===== src/rtl/generic_fifo_sc_async_pkg.sv =====
// -----------------------------------------------------------------------------
// generic_fifo_sc_async_pkg
// Shared types for the single-clock FIFO.
//   fifo_op_e : the kind of pointer/count update that happens at one clock edge.
//   fifo_op() : builds that update kind from the gated write/read accepts.
// -----------------------------------------------------------------------------
package generic_fifo_sc_async_pkg;

    typedef enum logic [1:0] {
        OP_NONE  = 2'b00,
        OP_WRITE = 2'b01,
        OP_READ  = 2'b10,
        OP_BOTH  = 2'b11
    } fifo_op_e;

    // Bit 0 is the write accept and bit 1 the read accept, so the encoding
    // above falls straight out of the concatenation.
    function automatic fifo_op_e fifo_op(input logic wr_ok, input logic rd_ok);
        return fifo_op_e'({rd_ok, wr_ok});
    endfunction

endpackage


===== src/rtl/generic_dpram_sc.sv =====
// -----------------------------------------------------------------------------
// generic_dpram_sc
// Simple dual-port RAM on one clock: one write port and one registered read
// port. Written so that synthesis maps the array onto block RAM.
// Ports:
//   clk    in   clock, rising edge
//   rst    in   asynchronous active-low reset (clears the read register only)
//   we     in   write enable
//   waddr  in   write address
//   din    in   write data
//   re     in   read enable; dout updates on the same edge
//   raddr  in   read address
//   dout   out  registered read data, held when re=0
// -----------------------------------------------------------------------------
module generic_dpram_sc #(
    parameter int dw = 8,
    parameter int aw = 4
) (
    input  logic          clk,
    input  logic          rst,
    input  logic          we,
    input  logic [aw-1:0] waddr,
    input  logic [dw-1:0] din,
    input  logic          re,
    input  logic [aw-1:0] raddr,
    output logic [dw-1:0] dout
);

    localparam int DEPTH = 1 << aw;

    logic [dw-1:0] r_mem [DEPTH];
    logic [dw-1:0] r_dout;

    // NOTE: the storage array has no reset; resetting it would block the
    // block-RAM mapping, and the pointers already make stale words unreachable.
    // NOTE: clocked state uses non-blocking assignments so every register
    // samples pre-edge values regardless of block ordering.
    always_ff @(posedge clk) begin
        if (we) begin
            r_mem[waddr] <= din;
        end
    end

    // The output register is kept separate from the array so it can carry
    // an asynchronous reset without affecting the RAM inference.
    always_ff @(posedge clk or negedge rst) begin
        if (!rst) begin
            r_dout <= '0;
        end else if (re) begin
            r_dout <= r_mem[raddr];
        end
    end

    assign dout = r_dout;

endmodule


===== src/rtl/generic_fifo_sc_async.sv =====
// -----------------------------------------------------------------------------
// generic_fifo_sc_async
// Single-clock FIFO with registered (non-FWFT) read data, fill count and a
// programmable almost-full flag. Stands in for the vendor dual-clock FIFO
// macro when both sides share a clock; a FWFT wrapper sits on top of it.
// Ports:
//   clk          in   clock, rising edge
//   rst          in   asynchronous active-low reset
//   clr          in   synchronous clear; empties the FIFO, dout is held
//   din          in   write data
//   we           in   write request (ignored when full)
//   re           in   read request (ignored when empty); dout valid next clk
//   dout         out  registered read data
//   full         out  fillcount == DEPTH
//   empty        out  fillcount == 0
//   afull        out  fillcount >= ALMOST_FULL
//   afull_n      out  ~afull
//   o_afull_n_d  out  afull_n delayed by one clock
//   fillcount    out  stored entries, 0..DEPTH
// -----------------------------------------------------------------------------
module generic_fifo_sc_async
    import generic_fifo_sc_async_pkg::*;
#(
    parameter int dw          = 8,
    parameter int aw          = 4,
    parameter int ALMOST_FULL = 15
) (
    input  logic          clk,
    input  logic          rst,
    input  logic          clr,
    input  logic [dw-1:0] din,
    input  logic          we,
    input  logic          re,
    output logic [dw-1:0] dout,
    output logic          full,
    output logic          empty,
    output logic          afull,
    output logic          afull_n,
    output logic          o_afull_n_d,
    output logic [aw:0]   fillcount
);

    localparam int            DEPTH     = 1 << aw;
    localparam logic [aw:0]   CNT_FULL  = (aw+1)'(DEPTH);
    localparam logic [aw:0]   CNT_AFULL = (aw+1)'(ALMOST_FULL);
    localparam logic [aw-1:0] PTR_ONE   = aw'(1);
    localparam logic [aw:0]   CNT_ONE   = (aw+1)'(1);

    if (ALMOST_FULL < 1 || ALMOST_FULL > DEPTH) begin : g_bad_almost_full
        $fatal(1, "generic_fifo_sc_async: ALMOST_FULL must be in 1..2**aw");
    end

    logic [aw-1:0] r_wr_ptr;
    logic [aw-1:0] r_rd_ptr;
    logic [aw:0]   r_fillcount;
    logic          r_afull_n_d;

    logic          w_wr_ok;
    logic          w_rd_ok;
    fifo_op_e      w_op;
    logic [aw:0]   w_fillcount_nxt;

    // Full and empty gate the requests, so a write and read never hit the
    // same address on one edge. clr masks both so the RAM sees no activity.
    assign w_wr_ok = we & ~full  & ~clr;
    assign w_rd_ok = re & ~empty & ~clr;
    assign w_op    = fifo_op(w_wr_ok, w_rd_ok);

    // NOTE: every variable written in always_comb gets a default first so
    // no path leaves it unassigned and no latch is inferred.
    always_comb begin
        w_fillcount_nxt = r_fillcount;
        case (w_op)
            OP_WRITE: w_fillcount_nxt = r_fillcount + CNT_ONE;
            OP_READ:  w_fillcount_nxt = r_fillcount - CNT_ONE;
            default:  w_fillcount_nxt = r_fillcount;
        endcase
    end

    always_ff @(posedge clk or negedge rst) begin
        if (!rst) begin
            r_wr_ptr    <= '0;
            r_rd_ptr    <= '0;
            r_fillcount <= '0;
            r_afull_n_d <= 1'b1;
        end else if (clr) begin
            r_wr_ptr    <= '0;
            r_rd_ptr    <= '0;
            r_fillcount <= '0;
            r_afull_n_d <= 1'b1;
        end else begin
            // Pointers are exactly aw bits wide, so +1 wraps modulo DEPTH.
            if (w_wr_ok) begin
                r_wr_ptr <= r_wr_ptr + PTR_ONE;
            end
            if (w_rd_ok) begin
                r_rd_ptr <= r_rd_ptr + PTR_ONE;
            end
            r_fillcount <= w_fillcount_nxt;
            r_afull_n_d <= afull_n;
        end
    end

    generic_dpram_sc #(
        .dw (dw),
        .aw (aw)
    ) u_ram (
        .clk   (clk),
        .rst   (rst),
        .we    (w_wr_ok),
        .waddr (r_wr_ptr),
        .din   (din),
        .re    (w_rd_ok),
        .raddr (r_rd_ptr),
        .dout  (dout)
    );

    // Flags decode the registered count, so they move on the same edge as it.
    assign fillcount   = r_fillcount;
    assign full        = (r_fillcount == CNT_FULL);
    assign empty       = (r_fillcount == '0);
    assign afull       = (r_fillcount >= CNT_AFULL);
    assign afull_n     = ~afull;
    assign o_afull_n_d = r_afull_n_d;

endmodule


===== config.mk =====
export PLATFORM = sky130hd
export DESIGN_NAME = generic_fifo_sc_async
export DESIGN_NICKNAME = d
export VERILOG_FILES = /design/src/rtl/generic_fifo_sc_async_pkg.sv /design/src/rtl/generic_dpram_sc.sv /design/src/rtl/generic_fifo_sc_async.sv
export SDC_FILE = /design/constraint.sdc
export NUM_CORES = 1
export LEC_CHECK = 0
export BUFFER_PORTS_ARGS = -buffer_cell sky130_fd_sc_hd__buf_2
export CAP_MARGIN = 40
export CORE_AREA = 2 2 147 149
export DETAILED_ROUTE_END_ITERATION = 16
export DIE_AREA = 0 0 149 151
export HOLD_SLACK_MARGIN = 0.15
export MAX_ROUTING_LAYER = met4
export PLACE_DENSITY_LB_ADDON = 0.2
export SYNTH_ARGS = -nofsm -noshare
export SYNTH_HDL_FRONTEND = slang
export SYNTH_HIERARCHICAL = 1
export SYNTH_SLANG_ARGS = --single-unit

===== constraint.sdc =====
create_clock -name clk -period 2.7 [get_ports clk]
set_input_delay 0.54 -clock clk [delete_from_list [all_inputs] [get_ports clk]]
set_output_delay 0.54 -clock clk [all_outputs]
set_load 0.01 [all_outputs]

# [After elaboration in Yosys (flattened, before gate mapping)]
# Memory sizes are Yosys's and may differ from the RTL's. A register that Yosys moved wholly into a read port is not among the register bits.
# Index checks and enable logic that the tools add are counted.
# W data, S select, Z words.
[word_totals] reg_bits=14 ram_bits=128 wordCells=35 out_inout_bits=18 inputBits=13 memories=1
[mem_list] memory="u_ram.r_mem" depth=16 width=8 read_ports=1 rd_ports_with_merged_regs=1 write_ports=1 line="generic_dpram_sc.sv:31" rtl="logic [dw-1:0] r_mem [DEPTH];"
[classes] n_eq_ne=3 mux=9 reduce_logical=5 bitwise_logic=8 order_cmp=1 add_sub_neg=4
[ops] cell="$mux W4" count=4
[ops] cell="$pmux W5 S2" count=1
[ops] cell="$add A4 B1 Y4 const B" count=2
[ops] cell="$add A5 B1 Y5 const B" count=1
[ops] cell="$eq A5 B5 Y1 const B" count=1
[ops] cell="$ge A5 B4 Y1 const B" count=1
[ops] cell="$logic_not A5 Y1" count=1
[ops] cell="$mux W5" count=1
[ops] cell="$sub A5 B1 Y5 const B" count=1
[ops] cell="$and A1 B1 Y1" count=4
[ops] cell="$not A1 Y1" count=4
[ops] cell="$reduce_bool A2 Y1" count=2
[ops] cell="$mux W1" count=3
[ops] cell="$reduce_bool A3 Y1" count=1
[ops] cell="$eq A2 B1 Y1 const B" count=1
[ops] cell="$eq A2 B2 Y1 const B" count=1
[ops] cell="$logic_not A1 Y1" count=1

# [Depth between registers and ports, before layout]
[depth] depth_word=7 depth_mapped=12 mapped_depth_nobuf=11

# [Modules after synthesis]
# Netlist, hierarchy kept.
[modules_own_cells] module="generic_dpram_sc" seq_area_each_um2=4043.9 instances=1 cells_per_inst=240 area_per_inst_um2=5331.4
[modules_own_cells] module="generic_fifo_sc_async" seq_area_each_um2=351.6 instances=1 cells_per_inst=90 area_per_inst_um2=854.6

# [Worst setup path after synthesis]
# OpenSTA, ideal clock, no wires.
[synth_path] kind="flip-flop to flip-flop" startpoint="register r_fillcount[1], in the netlist fillcount[1]" endpoint="register r_fillcount[4], in the netlist fillcount[4]" period_less_slack_ns=2.684 path_slack_ns=0.016 setup_ns=0.077 n_path_buf=1 required_time_ns=2.623 t_arrival_ns=2.607 stages_incl_launch_ff=13 cell_sequence="dfrtp_1 > or4_1 > buf_2 > o21ai_0 > nor2_1 > nand2_1 > inv_1 > ha_1 > nand2b_1 > a21oi_1 > or3_1 > a21o_1 > a21oi_1"
[synth_between] elab_chain_cells=7 word_cells_on_any_way=15 cone_classes="add/sub (2); eq/ne (3); mux (2); bitwise (6); reduce/logical (2)"
[synth_lines] item="from (decl)" line="generic_fifo_sc_async.sv:55" rtl="logic [aw:0] r_fillcount;"
[synth_lines] item="from (signal assigned)" line="generic_fifo_sc_async.sv:99" rtl="r_fillcount <= w_fillcount_nxt;"
[synth_lines] item="$logic_not A5 Y1 (*)" line="generic_fifo_sc_async.sv:121" rtl="assign empty = (r_fillcount == '0);"
[synth_lines] item="$not A1 Y1 (*)" line="generic_fifo_sc_async.sv:66" rtl="assign w_rd_ok = re & ~empty & ~clr;"
[synth_lines] item="$and A1 B1 Y1 (*) (2 in series)" line="generic_fifo_sc_async.sv:66"
[synth_lines] item="net w_rd_ok" line="generic_fifo_sc_async.sv:59" rtl="logic w_rd_ok;"
[synth_lines] item="$eq A2 B2 Y1 or $eq A2 B1 Y1 (tied branches)" line="generic_fifo_sc_async.sv:73" rtl="case (w_op)"
[synth_lines] item="$pmux W5 S2" line="generic_fifo_sc_async.sv:73"
[synth_lines] item="$mux W5" line="generic_fifo_sc_async.sv:86" rtl="end else if (clr) begin"
# Mark *: on every way through the listed nets, which the timed path passes. The rest lies on a longest branch.
# A chain may end at the register's enable or synchronous reset.

# [Worst setup path after layout]
# Same ends and word-level chain as after synthesis.

==> summary.txt <==
Cells and area
  – FILL cells: 1990
  – Final #Nets: 422
  – FF+latch area: 4400 µm²
  – Share of cells above drive strength 1: 36.0%
  – Area grow syn2layout: 20.9%
  – Footprint of the multi-input gates: 1710 µm²
  – Layout Utilization: 35.9%
  – Antenna Cells: 0

Global route
  – Gr ovfl total: 0
  – Total GRT Usage: 13.4%
  – Largest net degree at the start of global routing: 23
  – Vias in the first global route: 3398
  – First-pass GRT wire length: 20800 µm
  – Initial antenna violation count: 0

Floorplan
  – IO Pins: 31
  – Initial Util: 29.7%
  – Rows: 53
  – Die Ht: 151 µm
  – Die Area: 22500 µm²
  – Die Width: 149 µm
  – Core Area: 20800 µm²

Timing
  – Max-slew headroom: 58.7%
  – Worst slew pin tran: 0.620 ns
  – Clock Skews: 0.00582 ns
  – Period utilisation layout: 94.3%
  – Pins over their slew limit: 0
  – RSZ-0062 raised after global routing: false
  – Setup violators final: 0
  – Final min period: 2.55 ns
  – Count of final hold-check violations: 0
  – Peak Freq: 393 MHz

Placed design
  – Post-DP HPWL: 9060 µm
  – IO buf count: 30
  – Placer Congestion: 0.854

Power
  – Pleak: 2.55 nW
  – Pwr Total: 6.34 mW
  – VDD IR max: 0.425 mV
  – Cell Pwr Density: 847 nW/µm²

Drt
  – Wirelength per Cell: 19.5 µm
  – Vias per Instance: 4.68
  – 1st-pass router iterations: 4
  – Final WL: 13500 µm
  – Vias post-DR: 3223
  – # DRC: 0
  – Initial DRC Count: 162
  – Antenna-violating nets left: 0

Worst hold path
  – Hold EP: fillcount[0]
  – Tightest Hold Check Type: in2reg
  – Hold wc startpoint: clr
  – Hold Path Depth: 2

Critical path
  – Reg2Reg Setup Slack: 0.15 ns
  – Slowest stage delay, CP: 0.56 ns
  – Crit-path slowest cell: or4_4
  – CP arrival: 2.88 ns
  – Register-to-Register Path Depth: 11
  – Crit path max fanout: 4
  – Critical Path Most Common Cell: nor2_2
  – Crit Path Class: reg2reg
  – Critical path startpoint category: flip-flop
  – Req. time, crit path: 3.04 ns
  – Capturing point of the worst reg2reg path: fillcount[4]
  – CP cell instances: or4_4 -> o21ai_4 -> nor2_2 -> nand2_1 -> inv_1 -> ha_4 -> nor2_2 -> a21oi_4 -> or3_1 -> a21o_1 -> a21oi_1
  – Crit end category: flip-flop
  – R2r startpoint: fillcount[1]

Logic synthesis
  – Combinational family with the most area after synthesis: multiplexers
  – Synthesis Warnings: 6
  – Mapped Avg Cell Area: 18.7 µm²
  – Synth Net Count: 349
  – Synth Area in Adders: 1.33%
  – XOR/XNOR Fraction of Synth Area: 1.27%
  – Synth Area in Simple Gates: 5.16%
  – #FFs+latches synth: 150
  – Mux share of post-synthesis cell area: 13.8%
  – Synth Cell Area: 6190 µm²
  – Mapped Cells: 330
  – Number of library cell types mapped by synthesis: 42
  – Post-synthesis compound-gate area fraction: 4.85%
  – Sequential share of the synthesized area: 71.1%

Clocking
  – Clock Path Buffers: 2
  – CTS tree: yes
  – Clock sink count: 150
  – Clock slew at reported path FFs: 0.06 ns
  – CTS H-tree depth: 4
  – Clk Latency, worst-skew pair: 0.41 ns
  – Clk root buf: clkbuf_16
  – TritonCTS buffer count: 17

Flow run
  – Max-Cap Viols: 0

Run status
  – Status: finished, final reports clean
-- metal layers --
layer  vias up  global-route usage (%)  wire (µm)
met1      1671                    16.7       6090
li1       1476                       -          -
met2        70                    21.8       6730
met4         0                    3.76         58
met5         -                       -          0
met3         6                    3.67        567
-- report_power, final --
group	total [mW]	leakage, nW	switching (mW)	internal [mW]
combinational	1.41	0.867	0.716	0.692
sequential	2.77	1.43	0.127	2.65
clock	2.16	0.254	0.902	1.25
-- synth_stat cells, drive strengths merged --
cell | count | share of area (%)
nor2b | 1 | 0.10
nor2 | 34 | 2.1
or2 | 3 | 0.30
nand2b | 4 | 0.40
nand3b | 2 | 0.24
o22ai | 8 | 0.91
a32oi | 1 | 0.14
a21boi | 2 | 0.24
xnor2 | 5 | 0.71
edfxtp | 128 | 62
a21oi | 6 | 0.49
a221oi | 8 | 1.9
fa | 1 | 0.32
mux2i | 11 | 1.8
nand2 | 13 | 0.79
or3b | 1 | 0.14
o221ai | 1 | 0.42
xor2 | 4 | 0.57
mux4 | 32 | 12
buf | 15 | 2.2
nand4 | 2 | 0.20
nor4 | 1 | 0.10
inv | 5 | 0.30
o21a | 1 | 0.24
nand3 | 2 | 0.16
or3 | 1 | 0.10
clkbuf | 1 | 0.061
a21o | 2 | 0.24
or4 | 1 | 0.12
nor3 | 4 | 0.32
o21ai | 1 | 0.081
and2 | 1 | 0.10
a41oi | 1 | 0.14
dfrtp | 21 | 8.5
dfstp | 1 | 0.42
ha | 5 | 1.0
-- area by class of cell --
class                           count  area share [%]
Sequential cell                   150            58.8
Multi-Input combinational cell    159            22.8
Timing Repair Buffer               70            6.39
Clock buffer                       18            5.74
Tap cell                          275            4.60
Clock inverter                     12            1.40
Inverter                            5           0.251
-- cells by family (layout without fill, tap and decap cells) --
group           after synthesis  after routing
flops                       150            150
compound gates               31             31
mux                          43             43
buf+inv                      21            105
simple gates                 70             70
fa+ha+maj                     6              6
xor+xnor                      9              9
-- flip-flops by register name (all words and copies together) (netlist names) --
signal       count
u_ram/r_mem    128
u_ram/dout       8
fillcount        5
r_rd_ptr         4
r_wr_ptr         4
o_afull_n_d      1
-- through the flow --
step / setup TNS, ns / hold slack, ns / setup slack (ns) / instances / cell area, µm²
floorplan: 0 / 0.244 / 0.0156 / 330 / 6190
global placement: 0 / 0.571 / 0.0617 / 657 / 6860
detailed placement: -0.0350 / 0.564 / -0.0350 / 657 / 6860
CTS: 0 / 0.428 / 0.0244 / 688 / 7410
global route: 0 / 0.435 / 0.0176 / 689 / 7480
finish: 0 / 0.428 / 0.155 / 689 / 7480
-- worst max path at each step --
stage                   endpoint  slack [ns]    startpoint  cells after the start
floorplan           fillcount[4]        0.02  fillcount[1]                     12
global placement    fillcount[4]        0.06  fillcount[1]                     11
detailed placement  fillcount[4]       -0.04  fillcount[1]                     11
CTS                 fillcount[4]        0.02  fillcount[1]                     11
global route        fillcount[4]        0.02  fillcount[1]                     11
finish              fillcount[4]        0.15  fillcount[1]                     11
-- timing repair --
action	in CTS	in global routing
hold buffers	1	0
gates resized for setup	2	10
pin swaps	0	2
endpoints found under the setup margin	1	1
buffers inserted	0	1
hold endpoints to repair	21	0
-- placed cells by master, fill, tap and decap left out, types with 7 or more instances in the layout --
| cell type | n |
|---|---|
| buf_2 | 30 |
| edfxtp_1 | 128 |
| clkbuf_16 | 17 |
| nand2_1 | 13 |
| a221oi_2 | 8 |
| o22ai_1 | 7 |
| nor2_1 | 31 |
| mux2i_1 | 11 |
| dfrtp_1 | 19 |
| mux4_2 | 26 |
| buf_4 | 37 |
-- critical path, delay by kind of cell, from the launching register on --
family                     cells  cell delay, ns
adders and majority gates      1            0.24
DFF                            1            0.38
AOI/OAI and AO/OA              4            0.52
and+or+nand+nor                5            1.20
buffers and inverters          1            0.13
No activity file was read; power rests on OpenSTA's default activity.
